<file path="config.mk">
export PLATFORM = sky130hd
export DESIGN_NAME = fifo_ctrl
export DESIGN_NICKNAME = d
export VERILOG_FILES = /design/src/rtl/fifo_ctrl.sv
export SDC_FILE = /design/constraint.sdc
export NUM_CORES = 1
export LEC_CHECK = 0
export CAP_MARGIN = 20
export CORE_AREA = 2 2 51 53
export CTS_CLUSTER_DIAMETER = 60
export DETAILED_ROUTE_END_ITERATION = 8
export DIE_AREA = 0 0 53 55
export PLACE_DENSITY = 0.74
export SYNTH_ARGS = -nofsm -noshare
export SYNTH_HDL_FRONTEND = slang
export SYNTH_SLANG_ARGS = --single-unit
</file>
<file path="constraint.sdc">
create_clock -name clk -period 2.7 [get_ports clk]
set_input_delay 0.54 -clock clk [delete_from_list [all_inputs] [get_ports clk]]
set_output_delay 0.54 -clock clk [all_outputs]
set_load 0.005 [all_outputs]
</file>
<file path="src/rtl/fifo_ctrl.sv">
// fifo_ctrl: FIFO controller for an external 1-cycle-latency memory with a registered output word.
// Optional macro FIFO_CTRL_OVF_EN adds the sticky ovf_err output.
module fifo_ctrl #(
    parameter int DATA_WIDTH = 8,
    parameter int MAX_ADDR   = 4
) (
    input  logic                        clk,
    input  logic                        rst,
    input  logic                        in_valid,
    output logic                        in_ready,
    input  logic [DATA_WIDTH-1:0]       in_data,
    output logic                        out_valid,
    input  logic                        out_ready,
    output logic [DATA_WIDTH-1:0]       out_data,
    output logic [$clog2(MAX_ADDR):0]   count,
    output logic                        mem_wr_en,
    output logic                        mem_rd_en,
    output logic [$clog2(MAX_ADDR)-1:0] mem_wr_addr,
    output logic [$clog2(MAX_ADDR)-1:0] mem_rd_addr,
    output logic [DATA_WIDTH-1:0]       mem_wr_data,
    input  logic [DATA_WIDTH-1:0]       mem_rd_data
`ifdef FIFO_CTRL_OVF_EN
    ,
    output logic                        ovf_err
`endif
);
    localparam int AW = $clog2(MAX_ADDR);
    localparam int CW = AW + 1;

    typedef enum logic [1:0] {IDLE, READ, HOLD} state_t;

    state_t                state_q, state_d;
    logic [AW-1:0]         wr_ptr_q, wr_ptr_d, rd_ptr_q, rd_ptr_d;
    logic [CW-1:0]         count_q, count_d;
    logic [DATA_WIDTH-1:0] out_data_q, out_data_d;
    logic                  out_valid_q, out_valid_d;
    logic                  full, wr_fire, rd_fire;
`ifdef FIFO_CTRL_OVF_EN
    logic                  ovf_q, ovf_d;
`endif

    // Handshakes are suppressed during rst so reset wins over any strobe
    always_comb begin
        full        = count_q == CW'(MAX_ADDR);
        wr_fire     = in_valid && !full && !rst;
        rd_fire     = !rst && count_q != '0 && (state_q == IDLE || (state_q == HOLD && out_ready));
        state_d     = rd_fire ? READ : state_q == READ ? HOLD : (state_q == HOLD && out_ready) ? IDLE : state_q;
        out_valid_d = state_d == HOLD;
        out_data_d  = state_q == READ ? mem_rd_data : out_data_q;
        wr_ptr_d    = wr_ptr_q + AW'(wr_fire);
        rd_ptr_d    = rd_ptr_q + AW'(rd_fire);
        count_d     = count_q + CW'(wr_fire) - CW'(rd_fire);
`ifdef FIFO_CTRL_OVF_EN
        ovf_d       = ovf_q | (in_valid && full);
`endif
    end

    // Pointers, occupancy, read FSM and registered output word
    always_ff @(posedge clk) begin
        if (rst) begin
            state_q     <= IDLE;
            wr_ptr_q    <= '0;
            rd_ptr_q    <= '0;
            count_q     <= '0;
            out_data_q  <= '0;
            out_valid_q <= 1'b0;
`ifdef FIFO_CTRL_OVF_EN
            ovf_q       <= 1'b0;
`endif
        end else begin
            state_q     <= state_d;
            wr_ptr_q    <= wr_ptr_d;
            rd_ptr_q    <= rd_ptr_d;
            count_q     <= count_d;
            out_data_q  <= out_data_d;
            out_valid_q <= out_valid_d;
`ifdef FIFO_CTRL_OVF_EN
            ovf_q       <= ovf_d;
`endif
        end
    end

    assign in_ready    = !full;
    assign out_valid   = out_valid_q;
    assign out_data    = out_data_q;
    assign count       = count_q;
    assign mem_wr_en   = wr_fire;
    assign mem_rd_en   = rd_fire;
    assign mem_wr_addr = wr_ptr_q;
    assign mem_rd_addr = rd_ptr_q;
    assign mem_wr_data = in_data;
`ifdef FIFO_CTRL_OVF_EN
    assign ovf_err     = ovf_q;
`endif
endmodule

</file>
==> reports/metrics.cfg <==
[status]
status = finished clean

[pwr]
netSwitchingPower_uw = 336
power_frac_comb_pct = 44.8
internal_power_uw = 696
powerDensity_mw_per_mm2 = 906
seqPwrFrac_pct = 39.3
switching_share_pct = 32.5
ir_drop_mv = 0.565
power.clock.fraction_pct = 15.9
p_leak_uw = 0.000434

[cts]
post_cts_buffers = 0
cts-root-buf = clkbuf_4
cts_tree = done
ctsResizeCount = 0
clock_path_buffers = 2
clkTransAtPathRegs_ns = 0.10
insertion_delay_ns = 0.29
cts-buffers-inserted = 3
cts_htree_levels = 1
hold_buffers = 0
cts.sinks = 18

[logic_synthesis]
synth_compound_area_share_pct = 10.1
synth_top_area_share_pct = 43.9
synthXorXnorAreaFrac_pct = 3.20
synthCells = 88
synth_cell_types = 23
synth_area_leaders = dfxtp_1 44%, a21oi_2 8.5%, nand2_1 7.8%, buf_4 7.3%, ha_1 6.1%
synth-seq-area-share_pct = 43.9
yosys_warnings = 0
synth_top_family_by_area = simple AND/OR/NAND/NOR gates
synth_nets = 113
synth_top_area_cell = dfxtp_1
synthSimpleGateAreaFrac_pct = 22.9
syn-cell-area_um2 = 821
ys_seq_elements = 18
synth_fa_ha_area_share_pct = 8.54
synthMuxAreaShare_pct = 0
synth.avg_cell_area_um2 = 9.33

[place]
dp.cells = 140
dp_hpwl_um = 1200
io_buffers = 30
gp_congestion = 0.649
dpl_worst_slack_ns = -0.131

[sta]
fin_ws_ns = 0.146
fmax_ghz = 0.392
fin_skew_ns = 0.00727
hold_violations = 0
rsz0062_at_grt = false
timing.final.crit_share_pct = 94.6
hold_slack_ns = 0.473
slew_violations = 0
maxSlewHeadroom_pct = 78.1
setup_violations = 0
fin_crit_ns = 2.55
worst_pin_slew_ns = 0.328

[final_layout]
layout.cells.non_filler = 144
mostFrequentLayoutCells = 30 x clkdlybuf4s50_1, 18 x dfxtp_1, 17 x nand2_1, 8 x a21oi_2, 7 x nor2_1
drive_above_1_share_pct = 16.7
mostFrequentLayoutCell = clkdlybuf4s50_1
syn2layout_area_growth_pct = 38.7
finalNetCount = 140
diodes = 0

[drt]
first_iter_violations = 7
vias = 639
topRoutingLayerUsed = met4
postRouteAntennaNets = 0
wl_per_cell_um = 11.1
via_per_inst = 4.44
route.met3.wl_um = 168
post-route-drc-count = 0
dr_wl_met2_um = 699
wl_um = 1600
m1WireLength_um = 709
first_pass_iters = 4

[worst_setup_path]
start_kind = input pin
worst-path-buf-inv = 3
reg2reg_depth = 10
max_stage_delay_ns = 0.49
cp.depth = 4
crit_top_cell = clkdlybuf4s50_1
path_cells = clkdlybuf4s50_1, nor4_2, buf_4, clkdlybuf4s50_1
crit_family = buffers and inverters
criticalPathCategory = in2out
crit_fanout = 5
critPathSlowestCell = clkdlybuf4s50_1
worstPathArrival_ns = 2.01
worstPathRequired_ns = 2.16
endpoint_kind = output port

[die]
ios = 47
die_h_um = 55
core-area_mm2 = 0.00236
fp-row-count = 18
die_area_mm2 = 0.00292
die_x_um = 53
start_util_pct = 34.7

[global_routing]
grt_remaining_overflow = 0
grt_pass1_vias = 641
grt_pass1_wl_um = 2700
grt_max_degree = 11
grt_antenna_before_repair = 0
gr-usage-all-layers_pct = 12.7

[min_path]
min_path_type = reg2reg
hold_depth = 2

[flow_run]
drv_cap = 0

cells by family (layout without fill, tap and decap cells):
group,Yosys count,count (layout)
adders and majority gates,5,5
and+or+nand+nor,38,38
xor gates and xnor gates,3,3
AOI/OAI and AO/OA,10,10
buffers and inverters,14,40
DFF,18,18
synth_stat cells:
library cell and n:
buf_2 3, and2_2 1, and2b_1 1, inv_1 2, nor4_2 1, xnor2_1 2, nand2b_1 2, nor2b_1 4
a21oi_1 1, o21bai_1 1, nand2_1 17, and3b_1 1, nor2_1 7, ha_1 4, dfxtp_1 18, fa_1 1
buf_4 8, nand2_2 1, nand3b_1 1, a21oi_2 8, buf_6 1, nor3_1 2, xor2_1 1
worst register-to-register path, stage by stage, from the launching register on:
cell,delay (ns)
dfxtp_1,0.47
nor3_1,0.10
nor4_2,0.27
ha_1,0.29
inv_1,0.06
ha_1,0.14
inv_1,0.05
fa_1,0.37
xor2_1,0.16
and2_2,0.19
nor3_1,0.11
worst paths after layout:
check                                              start                        to  slack [ns]
worst min-delay path            out_data[3]$_SDFFE_PP0N_  out_data[3]$_SDFFE_PP0N_        0.47
worst max-delay path                                 rst                 mem_rd_en        0.15
worst min register to register  out_data[3]$_SDFFE_PP0N_  out_data[3]$_SDFFE_PP0N_        0.47
worst max register to register       count[1]$_SDFF_PP0_       count[2]$_SDFF_PP0_        0.41
stage by stage:
step	instance area [µm²]	util (%)	TNS [ns]	total power (µW)
5_1_grt	1140	48.1	0	1130
4_1_cts	1140	48.1	0	1050
3_5_place_dp	1100	46.6	-0.131	879
3_3_place_gp	1100	46.6	-0.00136	857
2_1_floorplan	821	-	0	671
6_report	1140	48.1	0	1030
layout make-up:
| type | count | area (µm²) |
|---|---|---|
| timing repair buffer | 34 | 330 |
| multi-input combinational | 56 | 367 |
| clock buffer | 4 | 36.3 |
| fill | 247 | 1230 |
| sequential | 18 | 360 |
| inverter | 2 | 7.51 |
| tap | 30 | 37.5 |
registers in the layout (all words and copies together) (netlist names):
| register | cells |
|---|---|
| count | 3 |
| mem_rd_addr | 2 |
| mem_wr_addr | 2 |
| out_data | 8 |
| out_valid | 1 |
| state_q | 2 |
power by group through the flow:
stage	logic (µW)	registers, µW	clock network (µW)
2_1_floorplan	264	408	0
3_3_place_gp	450	407	0
3_5_place_dp	469	409	0
4_1_cts	473	405	171
5_1_grt	529	417	180
6_report	462	405	164
layer usage:
layer | vias up | track usage (%)
met5 | - | 0
met4 | 0 | 6.41
met3 | 2 | 4.30
met2 | 29 | 21.3
met1 | 283 | 14.5
li1 | 325 | -
(Power assumes the default switching activity.)
